--- config.mk ---
export PLATFORM = sky130hd
export DESIGN_NAME = booth_pp_accumulator
export DESIGN_NICKNAME = d
export VERILOG_FILES = /design/src/rtl/fmac_pkg.sv /design/src/rtl/pp_align_add.sv /design/src/rtl/booth_pp_accumulator.sv
export SDC_FILE = /design/constraint.sdc
export NUM_CORES = 1
export LEC_CHECK = 0
export CAP_MARGIN = 30
export CORE_AREA = 5 5 81 83
export DETAILED_ROUTE_END_ITERATION = 8
export DIE_AREA = 0 0 86 88
export PLACE_DENSITY = 0.78
export RECOVER_POWER = 100
export SLEW_MARGIN = 20
export SYNTH_ARGS = -nofsm -noshare
export SYNTH_HDL_FRONTEND = slang
export SYNTH_HIERARCHICAL = 1
export SYNTH_SLANG_ARGS = --single-unit
--- constraint.sdc ---
create_clock -name clk -period 6.6 [get_ports clk]
set_input_delay 1.32 -clock clk [delete_from_list [all_inputs] [get_ports clk]]
set_output_delay 1.32 -clock clk [all_outputs]
set_load 0.005 [all_outputs]
--- src/rtl/fmac_pkg.sv ---
// Shared constants, FSM state type and bias helper for the FMAC Booth multiplier datapath.
package fmac_pkg;

    localparam int PP_WIDTH  = 10;
    localparam int NUM_PP    = 5;
    localparam int P_WIDTH   = PP_WIDTH + 2 * (NUM_PP - 1);
    localparam int CNT_WIDTH = $clog2(NUM_PP);

    typedef enum logic [1:0] {
        IDLE  = 2'd0,
        ACCUM = 2'd1,
        DONE  = 2'd2
    } accState_t;

    // Each encoded partial product carries +2^(PP_WIDTH-1) at its own weight;
    // the bias is the negated sum of those offsets so they cancel in the total.
    function automatic logic [P_WIDTH-1:0] booth_bias(input int ppWidth, input int numPp);
        logic [P_WIDTH-1:0] offsetSum;
        offsetSum = '0;
        for (int i = 0; i < numPp; i++) begin
            offsetSum = offsetSum + (P_WIDTH'(1) << (ppWidth - 1 + 2 * i));
        end
        return (~offsetSum) + P_WIDTH'(1);
    endfunction

    localparam logic [P_WIDTH-1:0] BIAS = booth_bias(PP_WIDTH, NUM_PP);

endpackage

--- src/rtl/pp_align_add.sv ---
// Aligns one encoded partial product to its radix-4 weight and adds it to the running sum.
module pp_align_add
    import fmac_pkg::*;
(
    input  logic [P_WIDTH-1:0]   acc,
    input  logic [PP_WIDTH-1:0]  pp,
    input  logic [CNT_WIDTH-1:0] cnt,
    output logic [P_WIDTH-1:0]   sum
);

    logic [P_WIDTH-1:0] ppExt;

    // Zero-extend: the inverted-sign MSB encoding makes the add purely unsigned.
    assign ppExt = P_WIDTH'(pp);
    assign sum   = acc + (ppExt << {cnt, 1'b0});

endmodule

--- src/rtl/booth_pp_accumulator.sv ---
// Collects NUM_PP sign-extension-encoded Booth partial products, removes the encoding
// bias and hands the signed product downstream over valid/ready.
module booth_pp_accumulator
    import fmac_pkg::*;
(
    input  logic                clk,
    input  logic                rst,
    input  logic                ppValid,
    output logic                ppReady,
    input  logic                ppFirst,
    input  logic [PP_WIDTH-1:0] partialProduct,
    output logic                productValid,
    input  logic                productReady,
    output logic [P_WIDTH-1:0]  product,
    output logic                protocolError
);

    localparam logic [CNT_WIDTH-1:0] LAST_CNT = CNT_WIDTH'(NUM_PP - 1);

    accState_t            stateReg, stateNext;
    logic [P_WIDTH-1:0]   accReg, accNext;
    logic [CNT_WIDTH-1:0] cntReg, cntNext;
    logic [P_WIDTH-1:0]   productReg, productNext;
    logic                 productValidReg, productValidNext;
    logic                 protocolErrorReg, protocolErrorNext;

    logic                 accept;
    logic [P_WIDTH-1:0]   addBase;
    logic [CNT_WIDTH-1:0] addCnt;
    logic [P_WIDTH-1:0]   addSum;

    assign ppReady = (stateReg == DONE) ? productReady : 1'b1;
    assign accept  = ppValid && ppReady;

    // A first beat always restarts from the bias at weight 0, so one adder serves both cases.
    assign addBase = ppFirst ? BIAS : accReg;
    assign addCnt  = ppFirst ? '0 : cntReg;

    pp_align_add alignAdd (
        .acc (addBase),
        .pp  (partialProduct),
        .cnt (addCnt),
        .sum (addSum)
    );

    always_comb begin
        stateNext         = stateReg;
        accNext           = accReg;
        cntNext           = cntReg;
        productNext       = productReg;
        productValidNext  = productValidReg;
        protocolErrorNext = 1'b0;
        case (stateReg)
            IDLE: begin
                if (accept) begin
                    if (ppFirst) begin
                        accNext   = addSum;
                        cntNext   = CNT_WIDTH'(1);
                        stateNext = ACCUM;
                    end else begin
                        protocolErrorNext = 1'b1;
                    end
                end
            end
            ACCUM: begin
                if (accept) begin
                    accNext = addSum;
                    if (ppFirst) begin
                        protocolErrorNext = 1'b1;
                        cntNext           = CNT_WIDTH'(1);
                    end else if (cntReg == LAST_CNT) begin
                        stateNext        = DONE;
                        productNext      = addSum;
                        productValidNext = 1'b1;
                        cntNext          = '0;
                    end else begin
                        cntNext = cntReg + CNT_WIDTH'(1);
                    end
                end
            end
            DONE: begin
                if (productReady) begin
                    productValidNext = 1'b0;
                    stateNext        = IDLE;
                    if (accept) begin
                        if (ppFirst) begin
                            accNext   = addSum;
                            cntNext   = CNT_WIDTH'(1);
                            stateNext = ACCUM;
                        end else begin
                            protocolErrorNext = 1'b1;
                        end
                    end
                end
            end
            default: begin
                stateNext = IDLE;
            end
        endcase
    end

    always_ff @(posedge clk) begin
        if (rst) begin
            stateReg         <= IDLE;
            accReg           <= '0;
            cntReg           <= '0;
            productReg       <= '0;
            productValidReg  <= 1'b0;
            protocolErrorReg <= 1'b0;
        end else begin
            stateReg         <= stateNext;
            accReg           <= accNext;
            cntReg           <= cntNext;
            productReg       <= productNext;
            productValidReg  <= productValidNext;
            protocolErrorReg <= protocolErrorNext;
        end
    end

    assign product       = productReg;
    assign productValid  = productValidReg;
    assign protocolError = protocolErrorReg;

endmodule
# Word-level counts from Yosys, hierarchy flattened
# Cells that the tools add are included.
[totals]
reg_bits = 43
latchBits = 0
ram_bits = 0
rom_bits = 0
inputBits = 15
output_inout_bits = 21
wordCells = 62
memories = 0
[classes]
n_addsub = 2
mul = 0
div = 0
magnitude_cmp = 0
eq_ne = 9
n_shift = 1
muxes = 35
bitwise_logic = 1
n_reduce_logical = 8
[op_table]
columns = ["cell", "count"]
rows = [
  ["2-to-1 mux 18 bit", 5],
  ["one-hot mux 18 bit (3 select lines)", 1],
  ["2-to-1 mux 3 bit", 7],
  ["adder 18 bit", 1],
  ["<< shifter 10 x 4 -> 18 bit", 1],
  ["2-to-1 mux 1 bit", 12],
  ["2-to-1 mux 2 bit", 6],
  ["inequality test 2 bit (second input constant)", 6],
  ["one-hot mux 3 bit (3 select lines)", 1],
  ["one-hot mux 2 bit (3 select lines)", 1],
  ["AND reduction 6 bit", 1],
  ["AND reduction 5 bit", 1],
  ["AND reduction 4 bit", 1],
  ["adder 3 x 1 -> 3 bit (second input constant)", 1],
  ["equality test 3 bit (second input constant)", 1],
  ["one-hot mux 1 bit (3 select lines)", 1],
  ["AND reduction 3 bit", 1],
  ["nonzero test 3 bit", 1],
  ["equality test 2 x 1 -> 1 bit (second input constant)", 1],
  ["equality test 2 bit (second input constant)", 1],
  ["logical NOT 2 bit", 1],
  ["one-hot mux 1 bit (2 select lines)", 1],
  ["nonzero test 2 bit", 1],
  ["logical AND 1 bit", 1],
  ["inverter 1 bit", 1],
]

# Depth between registers and ports, before layout
# Gate-level depths: netlist of run 1.
[logic_depth]
ltp_word = 7
ltp_mapped = 19
mapped_depth_nobuf = 15

# Cells and area by module
# Netlist of run 1, hierarchy kept.
[modules_own_cells]
columns = ["module", "instances", "cells_each", "area_each_um2", "seq_area_each_um2"]
rows = [
  ["booth_pp_accumulator", 1, 202, 1739.2, 860.8],
  ["pp_align_add", 1, 194, 1345.0, 0.0],
]

# Least setup slack after synthesis of run 1
# Ideal clock, no wire load.
[synth_path]
path_type = "in2reg"
from = "in ppFirst"
to = "reg productReg[17], in the netlist product[17]"
setup_ns = 0.070
t_arrival_ns = 4.137
required_ns = 6.530
setup_slack_ns = 2.392
path_stages = 18
path_buffers = 5
path_cell_list = "buf_2 clkbuf_1 nor2_1 buf_6 buf_2 mux2i_1 nor2_1 a31oi_1 o22ai_1 ha_1 buf_4 a21oi_4 o21ai_1 a41o_1 or2_1 o211ai_1 nand2_1 a21oi_1"
[synth_via]
elab_chain_cells = 3
elab_cells_between_ends = 6
cone_classes = "add/sub: 1; shift: 1; mux: 2; bitwise: 1; reduce/logical: 1"
[synth_rtl]
columns = ["item", "line_no", "source"]
rows = [
  ["from (decl)", "booth_pp_accumulator.sv:10", "input logic ppFirst,"],
  ["2-to-1 mux 3 bit", "booth_pp_accumulator.sv:37", "assign addCnt = ppFirst ? '0 : cntReg;"],
  ["via addCnt[0]", "booth_pp_accumulator.sv:29", "logic [CNT_WIDTH-1:0] addCnt;"],
  ["<< shifter 10 x 4 -> 18 bit", "pp_align_add.sv:15", "assign sum = acc + (ppExt << {cnt, 1'b0});"],
  ["adder 18 bit", "pp_align_add.sv:15", ""],
  ["to (signal assigned)", "booth_pp_accumulator.sv:114", "productReg <= productNext;"],
  ["to (decl)", "booth_pp_accumulator.sv:23", "logic [P_WIDTH-1:0] productReg, productNext;"],
]
# The timed path passes the listed nets, and every way through them passes these cells.
# A chain may end at the register's enable or synchronous reset.

# Worst setup path in the final report of run 1
[layout_path]
from = "in ppFirst"
to = "reg accReg[13]"
[layout_via]
elab_chain_cells = 7
elab_cells_between_ends = 9
cone_classes = "add/sub: 1; shift: 1; mux: 7"
[layout_rtl]
columns = ["item", "line_no", "source"]
rows = [
  ["2-to-1 mux 3 bit *", "booth_pp_accumulator.sv:37", ""],
  ["via addCnt[0]", "booth_pp_accumulator.sv:29", ""],
  ["<< shifter 10 x 4 -> 18 bit *", "pp_align_add.sv:15", ""],
  ["adder 18 bit *", "pp_align_add.sv:15", ""],
  ["2-to-1 mux 18 bit", "booth_pp_accumulator.sv:56, booth_pp_accumulator.sv:86", ""],
  ["2-to-1 mux 18 bit", "booth_pp_accumulator.sv:85", "if (accept) begin"],
  ["2-to-1 mux 18 bit", "booth_pp_accumulator.sv:82", "if (productReady) begin"],
  ["one-hot mux 18 bit (3 select lines) *", "booth_pp_accumulator.sv:53", "case (stateReg)"],
  ["via accNext[13]", "booth_pp_accumulator.sv:21", "logic [P_WIDTH-1:0] accReg, accNext;"],
  ["to (signal assigned)", "booth_pp_accumulator.sv:112", "accReg <= accNext;"],
  ["to (decl)", "booth_pp_accumulator.sv:21", ""],
]
# The timed path passes the listed nets; every way through them passes the cells marked *. The select of a mux whose other input is x is not followed.

==> flow_summary_export.csv, run 1 <==
group,metric,value,unit
sta,maxSlewViolCount,25,
placed_design,port_buffers,35,
sta,rsz0062_at_grt,"false",
clocking,cts_tree,"done",
critical_path,cp_slowest_stage_delay,0.72,ns
yosys,syn_nets,431,
clocking,numCtsBuffers,5,
yosys,synth_edf_count,0,
floorplanning,coreArea,5780,um^2
global_routing,grt_max_degree,44,
floorplanning,die_area,7570,um^2
clocking,cts.sinks,43,
yosys,synthFlopType,"dfxtp_1",
pwr,power.internal,436,uW
floorplanning,io_pins,36,
yosys,seq_area_frac_synth,27.9,%
yosys,ys_ff_latch,43,
outcome,status,"complete, but fails checks",
floorplanning,dieHeight,88,um
finish,fillers,559,
finish,syn2layout_area_growth,14.2,%
drt,drt-pass1-iter-count,4,
pwr,swShare,27.3,%
sta,fmax,191,MHz
critical_path,cp_cell_sequence,"dlygate4sd3_1 > nor2_1 > clkbuf_1 > mux2i_1 > and2_0 > a211oi_1 > ha_1 > a21oi_1 > nand2_1 > o21ai_0 > nand2_1 > a311oi_1 > mux2i_1 > nor2_1",
placed_design,gp_congestion,0.965,
global_routing,grt.total_usage,20.5,%
critical_path,reg2reg_slack,2.70,ns
clocking,cts_buffer_depth,2,
clocking,cts_max_level,2,
run,cap_viol_max_count,1,
yosys,ys_async_sr_fraction,0,%
placed_design,dpl.hpwl,5650,um
global_routing,antenna_found_initial,0,
min_path,hp-class,"flip-flop to flip-flop",
yosys,yosysWarnings,6,
yosys,syn_area,3080,um^2
global_routing,grt-ovfl-total,0,
drt,vias_per_cell,5.72,
critical_path,cpMaxStageDelayCell,"dlygate4sd3_1",
critical_path,required,6.83,ns
yosys,synth_area_leaders,"dfxtp_1 (28%), ha_1 (7.7%), nand2_1 (7.5%)",
sta,min_period,5.23,ns
clocking,cts_hold_buf,0,
sta,fin_setup_tns,0,ns
critical_path,critPathMaxFanout,14,
yosys,netlist_instances,396,
critical_path,crit_type,"input port to flip-flop",
pwr,power_frac_clock,32.9,%
drt,drt-initial-drc-count,171,
clocking,cts_resized,0,
critical_path,crit_buf_inv,2,
pwr,p_sw,164,uW
drt,vias,2828,
sta,finClkSkew,0.00400,ns
drt,routedWlPerCell,15.2,um
yosys,synth.largest_area_cell,"dfxtp_1",
critical_path,arrival,5.46,ns
finish,drive_above_1_share,6.44,%
pwr,comb_power_share,21.7,%
clocking,cts_root_buf,"clkbuf_8",
sta,max_slew_margin,-6.24,%
finish,n_antenna_cell,0,
yosys,synth.avg_cell_area,7.79,um^2
pwr,p_leak,0.00139,uW
global_routing,grt_pass1_wl,12400,um
yosys,ys_types,61,
clocking,postCtsSetupRepairBufs,0,
floorplanning,start_util,53.4,%
sta,tightest_slew,1.59,ns
sta,hold_viol,0,
sta,finalSetupViolations,0,
sta,whs,0.454,ns
critical_path,path_delay_family,"compound AO/OA/AOI/OAI gates",
pwr,p_seq_share,45.4,%
yosys,synth_common_cells,"nand2_1 (62), dfxtp_1 (43), a21oi_1 (40)",
sta,finalCritPeriodShare,79.3,%
critical_path,cp-end-kind,"flip-flop",
clocking,clk_pin_slew,0.08,ns
floorplanning,fp-row-count,28,
finish,nNetsFinal,454,
yosys,synth.top_cell.area_share,27.9,%
yosys,synth_most_common_cell,"nand2_1",
clocking,insertion_delay,0.29,ns
floorplanning,die_w,86,um
pwr,p_per_area,170,nW/um^2
drt,drcViolationCount,0,
pwr,ir_worst_vdd,0.000140,V
critical_path,cp-start-kind,"input port",
outcome,violations,"max-capacitance violations, max-slew violations",
drt,totalWireLength,7490,um
drt,ant_nets,0,
global_routing,first_global_vias,2753,
## through the flow
step	instance area (um^2)	power (uW)	util [%]	instances	worst slack (ns)
after floorplan	3080	377	-	396	2.39
after global placement	3450	406	59.7	487	1.74
after detailed placement	3450	409	59.7	487	1.67
after CTS	3550	606	61.5	494	1.99
after global routing	3520	629	60.9	494	0.972
final	3520	600	60.9	494	1.37
## registers in the layout, indices dropped and copies added (netlist names)
| name | flops |
|---|---|
| productValid | 1 |
| product | 18 |
| stateReg | 2 |
| cntReg | 3 |
| accReg | 18 |
| protocolError | 1 |
## cell usage in the layout (no fill, tap or decap), types with 3 or more instances in the layout
master / instances
mux2_2: 4
o21ai_0: 14
o21a_1: 4
xor2_1: 6
clkbuf_1: 4
nand2b_1: 5
nor3_1: 4
nor2b_1: 17
xnor2_1: 8
mux2i_1: 22
o211ai_1: 3
buf_4: 3
a211oi_1: 6
nand3_1: 10
a21oi_1: 40
or2_2: 5
clkbuf_8: 5
ha_1: 19
nand2_1: 62
dlygate4sd3_1: 22
a31oi_1: 3
nor2_1: 33
dfxtp_1: 43
and3_1: 3
and4_1: 3
or3_1: 4
clkdlybuf4s50_1: 13
inv_1: 12
o22ai_1: 7
## final cells by class
type                       count  area (um^2)  share of cell area, %
clock buffer                   6         72.6                   2.06
sequential                    43          861                   24.4
inverter                      12         45.0                   1.28
timing repair buffer          41          384                   10.9
multi-input combinational    316         2040                   57.8
clock inverter                 1         30.0                  0.853
tap                           75         93.8                   2.66
## final timing paths
path,from,endpoint,cells after the start
worst max register to register,cntReg[0],accReg[13],14
worst min register to register,product[12],product[12],2
worst min-delay path,product[12],product[12],2
worst max-delay path,ppFirst,accReg[13],14
## cells by family after synthesis
logic type	after synthesis	synth area share [%]
and+or+nand+nor	159	24.8
AOI/OAI and AO/OA	96	20.4
DFF	43	27.9
buffers and inverters	37	5.40
muxes	27	9.21
adders and majority gates	20	8.36
xor gates and xnor gates	14	3.98
## power groups by stage
stage | combinational [uW] | clock [uW] | sequential (uW)
6_report | 130 | 198 | 272
5_1_grt | 144 | 211 | 274
4_1_cts | 132 | 202 | 272
3_5_place_dp | 131 | 0 | 278
3_3_place_gp | 128 | 0 | 278
2_1_floorplan | 99.5 | 0 | 277
## worst min-delay path: cells and delay by family, from the launching register on
kind	cells	cell delay [ns]
compound gates	1	0.05
flops	1	0.31
simple gates	1	0.05
## layer usage
metal	global-route usage [%]	wire, um	share of wire [%]	up-vias
met4	7.91	204	2.7	0
met2	36.9	3760	50	67
met5	0	0	0	-
li1	-	-	-	1426
met3	5.27	316	4.2	20
met1	23.2	3210	43	1315
Note: power is estimated with default switching activity, not from simulation.
==> run 2, diff against run 1 <==
- clock period: 6.6 -> 5.32 ns (I/O delays scaled with it)
==> flow_summary_export.csv, run 2 (synthesis gave the netlist of run 1 again) <==
group,metric,value,unit
global_routing,grt-ovfl-total,0,
floorplanning,start_util,53.4,%
global_routing,grt_max_degree,44,
outcome,violations,"max-capacitance violations, max-slew violations",
floorplanning,die_w,86,um
finish,final_common_cell,"nand2_1",
clocking,cts_buffer_depth,2,
drt,routedWlPerCell,15.3,um
sta,rsz0062_at_grt,"false",
floorplanning,fp-row-count,28,
clocking,cts_max_level,2,
pwr,p_leak,0.00142,uW
clocking,clk_pin_slew,0.08,ns
finish,final_cell_mix,"nand2_1 (62), dfxtp_1 (43), a21oi_1 (40)",
drt,vias,2805,
pwr,ir_worst_vdd,0.000196,V
floorplanning,coreArea,5780,um^2
drt,met3WireLength,290,um
sta,min_period,4.74,ns
finish,n_antenna_cell,0,
global_routing,grt_pass1_wl,12700,um
global_routing,grt.total_usage,21.0,%
sta,maxSlewViolCount,25,
sta,hold_viol,0,
pwr,power,802,uW
drt,vias_per_cell,5.66,
run,cap_viol_max_count,1,
critical_path,arrival,4.98,ns
clocking,cts_hold_buf,0,
floorplanning,io_pins,36,
sta,max_slew_margin,-5.55,%
drt,totalWireLength,7610,um
floorplanning,die_area,7570,um^2
finish,drive_above_1_share,7.60,%
drt,m1WireLength,3370,um
pwr,p_per_area,224,nW/um^2
critical_path,crit_type,"input port to flip-flop",
drt,met2WireLength,3830,um
sta,tightest_slew,1.58,ns
global_routing,antenna_found_initial,0,
global_routing,first_global_vias,2752,
placed_design,gp_congestion,0.914,
critical_path,critPathMaxFanout,13,
finish,nNetsFinal,455,
critical_path,cp-end-kind,"flip-flop",
floorplanning,dieHeight,88,um
clocking,cts_resized,0,
drt,ant_nets,0,
clocking,numCtsBuffers,5,
critical_path,required,5.56,ns
drt,drcViolationCount,0,
drt,drt-pass1-iter-count,4,
sta,finalCritPeriodShare,89.1,%
drt,drt-initial-drc-count,142,
placed_design,dpl.cell_count,488,
clocking,insertion_delay,0.30,ns
finish,syn2layout_area_growth,15.9,%
sta,finalSetupViolations,0,
placed_design,dpl.hpwl,5820,um
clocking,postCtsSetupRepairBufs,0,
clocking,cts.sinks,43,
clocking,cts_root_buf,"clkbuf_8",
sta,finClkSkew,0.0107,ns
drt,top_layer,"met4",
critical_path,cp-start-kind,"input port",
outcome,status,"complete, but fails checks",
sta,fin_setup_tns,0,ns
min_path,hp-class,"flip-flop to flip-flop",
placed_design,port_buffers,35,
clocking,cts_tree,"done",
sta,whs,0.451,ns
sta,fmax,211,MHz
finish,layout.cells.non_filler,496,
-- run 2: cell count changes in the layout (fill, tap and decap cells not counted) --
| cell | change |
|---|---|
| buf_4 | +1 |
| mux2i_2 | +1 |
| bufinv_16 | +1 |
| o41ai_1 | -1 |
| mux2i_1 | -1 |
| o21ai_2 | +1 |
| o41ai_2 | +1 |
| o21ai_0 | -1 |
-- run 2: worst max-delay path, cell delays in order --
cell,delay (ns)
dlygate4sd3_1,0.72
nor2_1,0.41
clkbuf_1,0.37
inv_1,0.16
a211oi_1,0.34
ha_1,0.34
o21ai_0,0.38
a21boi_2,0.10
o22ai_1,0.42
o21ba_1,0.23
xnor2_1,0.19
mux2i_1,0.12
nor2_1,0.12
-- run 2: area by class of cell --
type                    count  area [um^2]
fillers                   529         2210
multi-input cells         316         2050
repair buffers             42          392
inverters                  12         45.0
flip-flops and latches     43          861
clock buffers               6         72.6
clock inverters             2         60.1
well taps                  75         93.8
-- run 2: worst paths after layout --
check / startpoint / endpoint / slack (ns) / depth (start not counted)
worst max-delay path: ppFirst / accReg[12] / 0.58 / 13
worst min-delay path: product[14] / product[14] / 0.45 / 2
worst max register to register: cntReg[1] / accReg[12] / 1.70 / 13
worst min register to register: product[14] / product[14] / 0.45 / 2
-- run 2: per-stage QoR --
| stage | setup WS (ns) | util, % | area (um^2) |
|---|---|---|---|
| final | 0.580 | 61.8 | 3570 |
| after global routing | 0.304 | 61.8 | 3570 |
| after CTS | 0.839 | 62.1 | 3590 |
| after detailed placement | 0.565 | 59.8 | 3460 |
| after global placement | 0.678 | 59.8 | 3460 |
| after floorplan | 1.37 | - | 3080 |
-- run 2: power breakdown --
part	internal, uW	switching (uW)
combinational	71.8	91.7
sequential	332	5.86
clock	188	113
total	592	210
-- run 2: metal layers --
layer / global-route usage, % / up-vias
met2: 37.6 / 45
li1: - / 1433
met5: 0 / -
met3: 5.08 / 11
met4: 6.62 / 0
met1: 24.8 / 1316
